--- src/rtl/ram_pkg.sv ---
// rtl/ram_pkg.sv - shared widths, FSM states and mem_rw encodings for the RAM controller
package ram_pkg;

    localparam int ADDR_W = 2;
    localparam int DATA_W = 8;
    localparam int DEPTH  = 4;

    localparam logic MEM_WRITE = 1'b1;
    localparam logic MEM_READ  = 1'b0;

    typedef enum logic [2:0] {
        INIT,
        IDLE,
        WRITE,
        RADDR,
        RWAIT,
        RSP
    } state_e;

endpackage

--- src/rtl/ram_ctrl.sv ---
// rtl/ram_ctrl.sv - valid/ready byte access controller for the 4x8 binary-cell RAM
module ram_ctrl
    import ram_pkg::*;
#(
    parameter logic [DATA_W-1:0] INIT_VALUE     = 8'h00,
    parameter bit                CLEAR_ON_RESET = 1'b1,
    parameter int                READ_WAIT      = 1
) (
    input  logic              clk,
    input  logic              rst_n,
    input  logic              req_valid,
    output logic              req_ready,
    input  logic              req_we,
    input  logic [ADDR_W-1:0] req_addr,
    input  logic [DATA_W-1:0] req_wdata,
    output logic              rsp_valid,
    output logic [DATA_W-1:0] rsp_rdata,
    output logic              init_busy,
    output logic              mem_s0,
    output logic              mem_s1,
    output logic [DATA_W-1:0] mem_data,
    output logic              mem_rw,
    input  logic [DATA_W-1:0] mem_rdata
);

    localparam logic [7:0]        WAIT_LAST  = 8'(READ_WAIT - 1);
    localparam logic [ADDR_W-1:0] SWEEP_LAST = ADDR_W'(DEPTH - 1);

    state_e              state_q, state_d;
    logic [ADDR_W-1:0]   sweep_q, sweep_d;
    logic [7:0]          wait_q, wait_d;
    logic [ADDR_W-1:0]   sel_q, sel_d;
    logic [DATA_W-1:0]   mem_data_q, mem_data_d;
    logic                mem_rw_q, mem_rw_d;
    logic                req_ready_q, req_ready_d;
    logic                rsp_valid_q, rsp_valid_d;
    logic [DATA_W-1:0]   rsp_rdata_q, rsp_rdata_d;
    logic                init_busy_q, init_busy_d;
    logic                accept;

    // Every output is a flop, so the *_d values describe what the RAM sees next cycle.
    always_comb begin
        state_d     = state_q;
        sweep_d     = sweep_q;
        wait_d      = wait_q;
        sel_d       = sel_q;
        mem_data_d  = mem_data_q;
        mem_rw_d    = MEM_READ;
        req_ready_d = 1'b0;
        rsp_valid_d = 1'b0;
        rsp_rdata_d = rsp_rdata_q;
        init_busy_d = 1'b0;
        accept      = req_valid && req_ready_q;

        case (state_q)
            INIT: begin
                // Outputs trail the sweep counter by one edge; the last word is still
                // on the bus during the first IDLE cycle, where req_ready is still low.
                mem_rw_d    = MEM_WRITE;
                mem_data_d  = INIT_VALUE;
                sel_d       = sweep_q;
                init_busy_d = 1'b1;
                sweep_d     = sweep_q + 1'b1;
                if (sweep_q == SWEEP_LAST) begin
                    state_d = IDLE;
                end
            end
            IDLE, RSP: begin
                if (accept) begin
                    sel_d = req_addr;
                    if (req_we) begin
                        state_d    = WRITE;
                        mem_rw_d   = MEM_WRITE;
                        mem_data_d = req_wdata;
                    end else begin
                        state_d = RADDR;
                    end
                end else begin
                    state_d     = IDLE;
                    req_ready_d = 1'b1;
                end
            end
            WRITE: begin
                state_d     = IDLE;
                req_ready_d = 1'b1;
            end
            RADDR: begin
                state_d = RWAIT;
                wait_d  = 8'd0;
            end
            RWAIT: begin
                if (wait_q == WAIT_LAST) begin
                    state_d     = RSP;
                    rsp_rdata_d = mem_rdata;
                    rsp_valid_d = 1'b1;
                    req_ready_d = 1'b1;
                end else begin
                    wait_d = wait_q + 8'd1;
                end
            end
            default: begin
                state_d = IDLE;
            end
        endcase
    end

    always_ff @(posedge clk or negedge rst_n) begin
        if (!rst_n) begin
            state_q     <= CLEAR_ON_RESET ? INIT : IDLE;
            sweep_q     <= '0;
            wait_q      <= 8'd0;
            sel_q       <= '0;
            mem_data_q  <= '0;
            mem_rw_q    <= MEM_READ;
            req_ready_q <= 1'b0;
            rsp_valid_q <= 1'b0;
            rsp_rdata_q <= '0;
            init_busy_q <= CLEAR_ON_RESET;
        end else begin
            state_q     <= state_d;
            sweep_q     <= sweep_d;
            wait_q      <= wait_d;
            sel_q       <= sel_d;
            mem_data_q  <= mem_data_d;
            mem_rw_q    <= mem_rw_d;
            req_ready_q <= req_ready_d;
            rsp_valid_q <= rsp_valid_d;
            rsp_rdata_q <= rsp_rdata_d;
            init_busy_q <= init_busy_d;
        end
    end

    assign req_ready = req_ready_q;
    assign rsp_valid = rsp_valid_q;
    assign rsp_rdata = rsp_rdata_q;
    assign init_busy = init_busy_q;
    assign mem_s0    = sel_q[0];
    assign mem_s1    = sel_q[1];
    assign mem_data  = mem_data_q;
    assign mem_rw    = mem_rw_q;

endmodule
--- config.mk ---
export PLATFORM = sky130hd
export DESIGN_NAME = ram_ctrl
export DESIGN_NICKNAME = d
export VERILOG_FILES = /design/src/rtl/ram_pkg.sv /design/src/rtl/ram_ctrl.sv
export SDC_FILE = /design/constraint.sdc
export NUM_CORES = 1
export LEC_CHECK = 0
export CAP_MARGIN = 15
export CORE_MARGIN = 10
export CORE_UTILIZATION = 42
export CTS_CLUSTER_DIAMETER = 100
export CTS_CLUSTER_SIZE = 40
export DETAILED_ROUTE_END_ITERATION = 12
export GPL_ROUTABILITY_DRIVEN = 0
export PLACE_DENSITY = 0.76
export SYNTH_ARGS = -nofsm -noshare
export SYNTH_HDL_FRONTEND = slang
export SYNTH_SLANG_ARGS = --single-unit
--- constraint.sdc ---
create_clock -name clk -period 1.6 [get_ports clk]
set_input_delay 0.4 -clock clk [delete_from_list [all_inputs] [get_ports clk]]
set_output_delay 0.4 -clock clk [all_outputs]
set_load 0.005 [all_outputs]
==> Flow_metrics.wiki, run 1 <==
{| class="wikitable"
! Metric !! Value
|-
| Run status || complete, but fails checks
|-
| Violations in the final reports || negative setup slack
|-
| Antenna violations before repair || 0
|-
| Capturing element type of the critical path || register
|-
| Die W || ~80 um
|-
| Count of pins over their slew limit || 0
|-
| Worst hold-check path type || input port to asynchronous set/reset pin
|-
| Largest net degree at the start of global routing || 36
|-
| Final hold violation count || 0
|-
| Worst-case setup margin in the final layout || -0.0356 ns
|-
| Std-Cell Rows || 22
|-
| Initial DRC count || 57
|-
| DP Wirelength || around 3000 um
|-
| Cell taking the most area after synthesis || sky130_fd_sc_hd__dfrtp_1
|-
| # Max-Cap Violations || 0
|-
| Number of placed instances with taps included || 241
|-
| Non-Filler Instances || around 260
|-
| Fmax || 611 MHz
|-
| Area added between synthesis and finish || 50.6%
|-
| Pwr Density || 1520 mW/mm2
|-
| Clock Root Buffer || sky130_fd_sc_hd__clkbuf_8
|-
| Longest Clk Path Bufs || 2
|-
| Data required, critical path || 1.77 ns
|-
| Share of final-layout standard cells stronger than drive strength 1 || between 20% and 30%
|-
| Wire length of the first global-routing pass || 6450 um
|-
| DR vias || between 1000 and 1500
|-
| Port Buf Inserts || 43
|-
| Effective utilization at floorplan || 43.1%
|-
| Yosys warns || 0
|-
| Number of antenna repair diodes || 0
|-
| Die Span Y || 81.0 um
|-
| Mean number of vias per cell || 5.01
|-
| FF-to-FF setup slack || -0.04 ns
|-
| Initial DRT Pass Iterations || 4
|-
| Final-layout fill cell count || 303
|-
| Type of the worst setup path || register to register
|-
| Final routed DRC violation total || 0
|-
| Mean post-synth cell area || 11.4 um2
|-
| Detail Route Antenna Nets || 0
|-
| Clock buffer count from CTS || 5
|-
| Max rail drop VDD || roughly 0.00085 V
|-
| Count of distinct cell types in the synthesized netlist || 37
|-
| Critical Path Source || state_q[0]
|-
| Pleak || 1.15 nW
|-
| Die Area || approximately 0.0066 mm2
|-
| Sequence of cells on the critical path || or3b_1, nand3b_2, mux2_2
|-
| Detailed-route wire length per cell || 15.9 um
|-
| Main area contributors after synthesis || sky130_fd_sc_hd__dfrtp_1, sky130_fd_sc_hd__mux2_4, sky130_fd_sc_hd__o21ai_0, sky130_fd_sc_hd__nand3_1, sky130_fd_sc_hd__inv_1
|-
| Max_slew headroom || between 80 and 90%
|-
| Total of flip-flops plus latches after synthesis || 35
|-
| Vias in the first global route || 1385
|-
| Category of the worst setup path launch point || register
|-
| Clock Skew || between 0.007 and 0.008 ns
|-
| Area share of the largest cell type after synthesis || 54.4%
|-
| Util after Layout || 64.9%
|-
| Final critical-path share of the clock period || 102%
|-
| Reg-to-Reg Start || state_q[0]
|-
| Setup repair after global routing missed its margin || yes
|-
| Number of top-level pins || 44
|-
| Sequential-to-total area share from yosys stat || a little under three fifths
|-
| CP Max Fanout || 6
|-
| Depth of the CTS H-tree || 2
|-
| Overall Global Routing Usage || 12.7%
|-
| Transition time at the pin with the least slew margin || between 0.2 and 0.3 ns
|-
| Final setup violation count || 4
|-
| Gate count after technology mapping || about 140
|-
| NumNets Final || 231
|-
| Min cycle time layout || between 1.5 and 2 ns
|-
| Core region area || 0.00363 mm2
|-
| Latest clock arrival within the worst-skew pair || 0.28 ns
|-
| CTS tree || yes
|-
| Synthesized netlist net count || about 160
|-
| Total length of routed wires || about 4100 um
|-
| Arrival time at the worst endpoint || 1.80 ns
|-
| Worst setup slack before clock tree synthesis || -0.0811 ns
|-
| Residual overflow from global routing || 0
|-
| Total of hold buffers inserted after clock tree synthesis || 0
|-
| Cell at the slowest stage of the critical path || sky130_fd_sc_hd__or3b_1
|-
| Clock-pin slew on the worst setup and hold paths || 0.07 ns
|-
| Area of the mapped netlist || 0.00157 mm2
|-
| Peak per-stage delay on the critical path || a little under 0.5 ns
|-
| CTS Sinks || 35
|}
==> metrics by stage <==
step | setup TNS [ns] | cell area [um2] | total power, mW | hold slack, ns
after floorplan | -0.298 | 1570 | 2.11 | 0.104
after global placement | 0 | 2160 | 2.88 | 0.465
after detailed placement | -0.662 | 2160 | 2.96 | 0.482
after CTS | -0.0186 | 2280 | 3.61 | 0.472
after global routing | -0.453 | 2360 | 3.85 | 0.480
final | -0.0719 | 2360 | 3.58 | 0.482
==> registers in the layout (all words and copies together) (netlist names) <==
name	count
mem_data	8
rsp_rdata	8
wait_q	8
state_q	3
sel_q	2
sweep_q	2
init_busy	1
mem_rw	1
req_ready	1
rsp_valid	1
==> placed cells by master, fill, tap and decap left out, types with 2 or more instances in the layout <==
cell	Yosys	layout
sky130_fd_sc_hd__clkdlybuf4s50_1	0	34
sky130_fd_sc_hd__dfrtp_1	34	34
sky130_fd_sc_hd__buf_4	1	21
sky130_fd_sc_hd__o21ai_0	15	15
sky130_fd_sc_hd__inv_1	14	12
sky130_fd_sc_hd__nand3_1	12	12
sky130_fd_sc_hd__dlymetal6s2s_1	0	8
sky130_fd_sc_hd__nor2_1	6	6
sky130_fd_sc_hd__nand2_1	6	6
sky130_fd_sc_hd__mux2_4	6	6
sky130_fd_sc_hd__clkbuf_8	0	5
sky130_fd_sc_hd__nor3_1	3	3
sky130_fd_sc_hd__a31oi_1	3	3
sky130_fd_sc_hd__mux2_2	3	3
sky130_fd_sc_hd__nor2b_1	2	2
sky130_fd_sc_hd__inv_2	0	2
sky130_fd_sc_hd__a22o_1	2	2
sky130_fd_sc_hd__a21oi_1	2	2
sky130_fd_sc_hd__mux2i_1	2	2
sky130_fd_sc_hd__ha_1	3	2
==> kinds of logic after synthesis <==
| family | count (synthesis) | share of synthesized area (%) |
|---|---|---|
| simple gates | 36 | 12.9 |
| mux | 11 | 9.19 |
| flops | 35 | 56.0 |
| buf+inv | 19 | 5.92 |
| compound gates | 31 | 12.5 |
| fa+ha+maj | 3 | 2.40 |
| xor+xnor | 2 | 1.12 |
==> what timing repair did <==
action                                  CTS  global route
resized for setup                         3            16
cloned                                    1             0
buffers inserted                          2             3
endpoints found under the setup margin   11            30
pin swaps                                 0             3
==> path summary, 6_finish.rpt <==
check / end / cells past startpoint
min: sweep_q[0] / 2
min reg2reg: sel_q[0] / 2
max: rsp_rdata[6] / 3
min in group clk: sel_q[0] / 2
max reg2reg: rsp_rdata[6] / 3
max in group asynchronous: init_busy / 2
==> area by class of cell <==
type / instances / area [um2] / area share (%)
Clock inverter: 2 / 12.5 / 0.531
Clock buffer: 6 / 72.6 / 3.08
Inverter: 14 / 52.6 / 2.23
Multi-Input combinational cell: 84 / 644 / 27.3
Sequential cell: 35 / 877 / 37.2
Tap cell: 48 / 60.1 / 2.55
Timing Repair Buffer: 66 / 638 / 27.1
==> synth_stat cells <==
cell                        n
sky130_fd_sc_hd__buf_2      2
sky130_fd_sc_hd__nand2_1    6
sky130_fd_sc_hd__a31oi_1    3
sky130_fd_sc_hd__or3_1      1
sky130_fd_sc_hd__and2_1     1
sky130_fd_sc_hd__o22ai_1    1
sky130_fd_sc_hd__ha_1       3
sky130_fd_sc_hd__a211oi_1   1
sky130_fd_sc_hd__nand4_1    1
sky130_fd_sc_hd__or3b_1     1
sky130_fd_sc_hd__o21a_1     1
sky130_fd_sc_hd__o22a_1     1
sky130_fd_sc_hd__o21ai_0   15
sky130_fd_sc_hd__nor2b_1    2
sky130_fd_sc_hd__xnor2_1    1
sky130_fd_sc_hd__nor3_1     3
sky130_fd_sc_hd__inv_1     14
sky130_fd_sc_hd__o211ai_1   1
sky130_fd_sc_hd__buf_6      2
sky130_fd_sc_hd__mux2_2     3
sky130_fd_sc_hd__buf_4      1
sky130_fd_sc_hd__mux2i_1    2
sky130_fd_sc_hd__a21oi_1    2
sky130_fd_sc_hd__dfstp_2    1
sky130_fd_sc_hd__nor4b_2    1
sky130_fd_sc_hd__a221o_1    1
sky130_fd_sc_hd__dfrtp_1   34
sky130_fd_sc_hd__nand3b_4   1
sky130_fd_sc_hd__o31ai_1    1
sky130_fd_sc_hd__nor2_1     6
sky130_fd_sc_hd__and3_1     1
sky130_fd_sc_hd__a41o_1     1
sky130_fd_sc_hd__mux2_4     6
sky130_fd_sc_hd__a21oi_2    1
sky130_fd_sc_hd__xor2_1     1
sky130_fd_sc_hd__a22o_1     2
sky130_fd_sc_hd__nand3_1   12
==> where the power goes <==
group	total, mW	switching, mW	internal [mW]
clock network	0.607	0.304	0.304
logic	1.61	0.648	0.961
registers	1.37	0.163	1.20
==> per-layer routing <==
layer | global-route usage, % | share of wire [%] | wire (um)
met1 | 14.1 | 41 | 1680
met2 | 21.2 | 50 | 2040
met3 | 4.08 | 6.9 | 280
met4 | 6.75 | 1.6 | 67
met5 | 0 | 0 | 0
==> worst max-delay path: cells and delay by family (launching register included) <==
kind / cells / cell delay [ns]
DFF: 1 / 0.37
muxes: 1 / 0.31
and+or+nand+nor: 2 / 0.83
Power figures use the tool's default switching activity.
==> run 2: changes to the inputs <==
- GPL_TIMING_DRIVEN: unset -> 0
- SETUP_SLACK_MARGIN: unset -> 0.1
==> Flow_metrics.wiki, run 2 (synthesis gave the netlist of run 1 again) <==
{| class="wikitable"
! Metric !! Value
|-
| Run status || complete, but fails checks
|-
| Violations in the final reports || negative setup slack
|-
| Largest net degree at the start of global routing || 36 (unchanged)
|-
| FF-to-FF setup slack || -0.07 ns (-0.03 ns)
|-
| FF+latch area || 877 um2 (unchanged)
|-
| Setup TNS || -0.598 ns (-0.526 ns)
|-
| Arrival time at the worst endpoint || 1.85 ns (+0.05 ns)
|-
| Pleak || 1.20 nW (+4.6%)
|-
| DR vias || 1312 (+2.7%)
|-
| Clock Skew || 0.00655 ns (-0.000648 ns)
|-
| Count of pins over their slew limit || 0 (unchanged)
|-
| Total Power Consumption || 4.02 mW (+12%)
|-
| Worst reg2reg endpoint || rsp_rdata[3]
|-
| CTS Sinks || 35 (unchanged)
|-
| Fmax || 600 MHz (-1.9%)
|-
| Std-Cell Rows || 22 (unchanged)
|-
| Port Buf Inserts || 43 (unchanged)
|-
| DP Wirelength || 2690 um (-9.4%)
|-
| Longest Clk Path Bufs || 2 (unchanged)
|-
| Transition time at the pin with the least slew margin || 0.771 ns (+0.474 ns)
|-
| Reg2reg path depth || 5 (+2)
|-
| Die Span Y || 81.0 um (unchanged)
|-
| Initial DRT Pass Iterations || 4 (unchanged)
|-
| Detailed-route wire length per cell || 16.3 um (+2.5%)
|-
| Vias in the first global route || 1377 (-0.58%)
|-
| Total of hold buffers inserted after clock tree synthesis || 0 (unchanged)
|-
| Effective utilization at floorplan || 43.1% (unchanged)
|-
| Leading cell type in the layout, fill and taps excluded || sky130_fd_sc_hd__dfrtp_1
|-
| Die W || 81.0 um (unchanged)
|-
| Clock buffer count from CTS || 5 (unchanged)
|-
| Reg-to-Reg Start || state_q[0]
|-
| Mean number of vias per cell || 5.09 (+1.5%)
|-
| Area taken by multi-input logic gates || 701 um2 (+8.7%)
|-
| Util after Layout || 68.8% (+4.0 points)
|-
| Antenna violations before repair || 0 (unchanged)
|-
| Core region area || 0.00363 mm2 (unchanged)
|-
| Worst hold-check path type || input port to asynchronous set/reset pin
|-
| Final setup violation count || 13 (+9)
|-
| Data required, critical path || 1.78 ns (about the same)
|-
| Type of the worst setup path || register to register
|-
| Final hold violation count || 0 (unchanged)
|-
| # Max-Cap Violations || 0 (unchanged)
|-
| Initial DRC count || 58 (+1.8%)
|-
| Area added between synthesis and finish || 59.8%
|-
| Setup repair after global routing missed its margin || yes
|-
| Pwr Density || 1610 mW/mm2 (+5.7%)
|-
| Wire length of the first global-routing pass || 6450 um (unchanged)
|-
| CP Max Fanout || 5 (-1)
|-
| CTS tree || yes
|-
| Min cycle time layout || 1.67 ns (+0.0315 ns)
|-
| Number of top-level pins || 44 (unchanged)
|-
| Overall Global Routing Usage || 12.6% (-0.13 points)
|-
| Total length of routed wires || 4210 um (+3.7%)
|-
| Number of antenna repair diodes || 0 (unchanged)
|-
| Commonest non-fill, non-tap cells in the layout || sky130_fd_sc_hd__dfrtp_1, sky130_fd_sc_hd__dlygate4sd2_1, sky130_fd_sc_hd__clkdlybuf4s50_1, sky130_fd_sc_hd__buf_4, sky130_fd_sc_hd__nand3_1
|-
| Share of final-layout standard cells stronger than drive strength 1 || 31.9% (+7.8 points)
|-
| NumNets Final || 234 (+1.3%)
|-
| Die Area || 0.00657 mm2 (unchanged)
|-
| Final routed DRC violation total || 0 (unchanged)
|-
| Max rail drop VDD || 0.000777 V (-8.6%)
|-
| Worst-case setup margin in the final layout || -0.0671 ns (-0.0315 ns)
|-
| Final-layout fill cell count || 283 (-6.6%)
|-
| Max_slew headroom || 48.6% (-31 points)
|-
| Latest clock arrival within the worst-skew pair || 0.29 ns (about the same)
|-
| Area after DPL || 0.00206 mm2 (-4.8%)
|-
| Residual overflow from global routing || 0 (unchanged)
|-
| Final standard cell area without fillers || 0.00250 mm2 (+6.1%)
|-
| Capturing element type of the critical path || register
|-
| Category of the worst setup path launch point || register
|-
| Clock-pin slew on the worst setup and hold paths || 0.07 ns (about the same)
|-
| Depth of the CTS H-tree || 2 (unchanged)
|-
| Detail Route Antenna Nets || 0 (unchanged)
|-
| Final critical-path share of the clock period || 104% (+2.0 points)
|-
| Clock Root Buffer || sky130_fd_sc_hd__clkbuf_8
|}
==> run 2: cell count changes in the layout (fill, tap and decap cells not counted), sizes merged <==
cell and delta:
dlygate4sd2 +21, clkdlybuf4s50 -14, dlymetal6s2s -8, bufinv +1, clkinvlp -1, nand3b -1, buf +4, clkinv +1
==> run 2: per-stage QoR <==
stage,hold slack [ns],setup slack [ns],cells
2_1_floorplan,0.104,-0.0454,137
3_3_place_gp,0.468,-0.560,228
3_5_place_dp,0.493,-0.163,228
4_1_cts,0.206,-0.0689,251
5_1_grt,0.236,-0.146,258
6_report,0.175,-0.0671,258
==> run 2: per-layer routing <==
metal	routed length (um)	track usage (%)
met4	121	5.19
met2	2060	21.7
met1	1630	13.0
met5	0	0
met3	394	5.74
==> run 2: what timing repair did <==
action / CTS / global route
pin swaps: 3 / 5
setup buffers: 14 / 7
cloned: 1 / 1
endpoints found under the setup margin: 48 / 21
resized for setup: 47 / 24
==> run 2: worst max-delay path, stage by stage, from the launching register on <==
cell	delay, ns
sky130_fd_sc_hd__dfrtp_1	0.38
sky130_fd_sc_hd__or3b_4	0.39
sky130_fd_sc_hd__buf_6	0.13
sky130_fd_sc_hd__nand3b_4	0.20
sky130_fd_sc_hd__buf_8	0.17
sky130_fd_sc_hd__mux2_4	0.29
==> run 2: layout make-up <==
cell class / count / share of cell area (%)
flip-flops and latches: 35 / 35.1
inverters: 14 / 2.30
clock inverters: 3 / 1.75
clock buffers: 5 / 2.75
multi-input cells: 83 / 28.0
plain buffers: 5 / 2.30
repair buffers: 65 / 25.4
well taps: 48 / 2.40
==> run 2: worst max-delay path by stage <==
stage | slack, ns | from | to
finish | -0.07 | state_q[0] | rsp_rdata[3]
global placement | -0.56 | rst_n | rsp_rdata[1]
global route | -0.15 | wait_q[0] | rsp_rdata[7]
floorplan | -0.05 | state_q[0] | rsp_rdata[0]
detailed placement | -0.16 | state_q[1] | mem_data[6]
CTS | -0.07 | state_q[0] | rsp_rdata[2]
==> run 2: power breakdown <==
part | switching (mW) | internal (mW)
Sequential | 0.152 | 1.20
Clock | 0.332 | 0.464
Combinational | 0.764 | 1.11
Total | 1.25 | 2.77
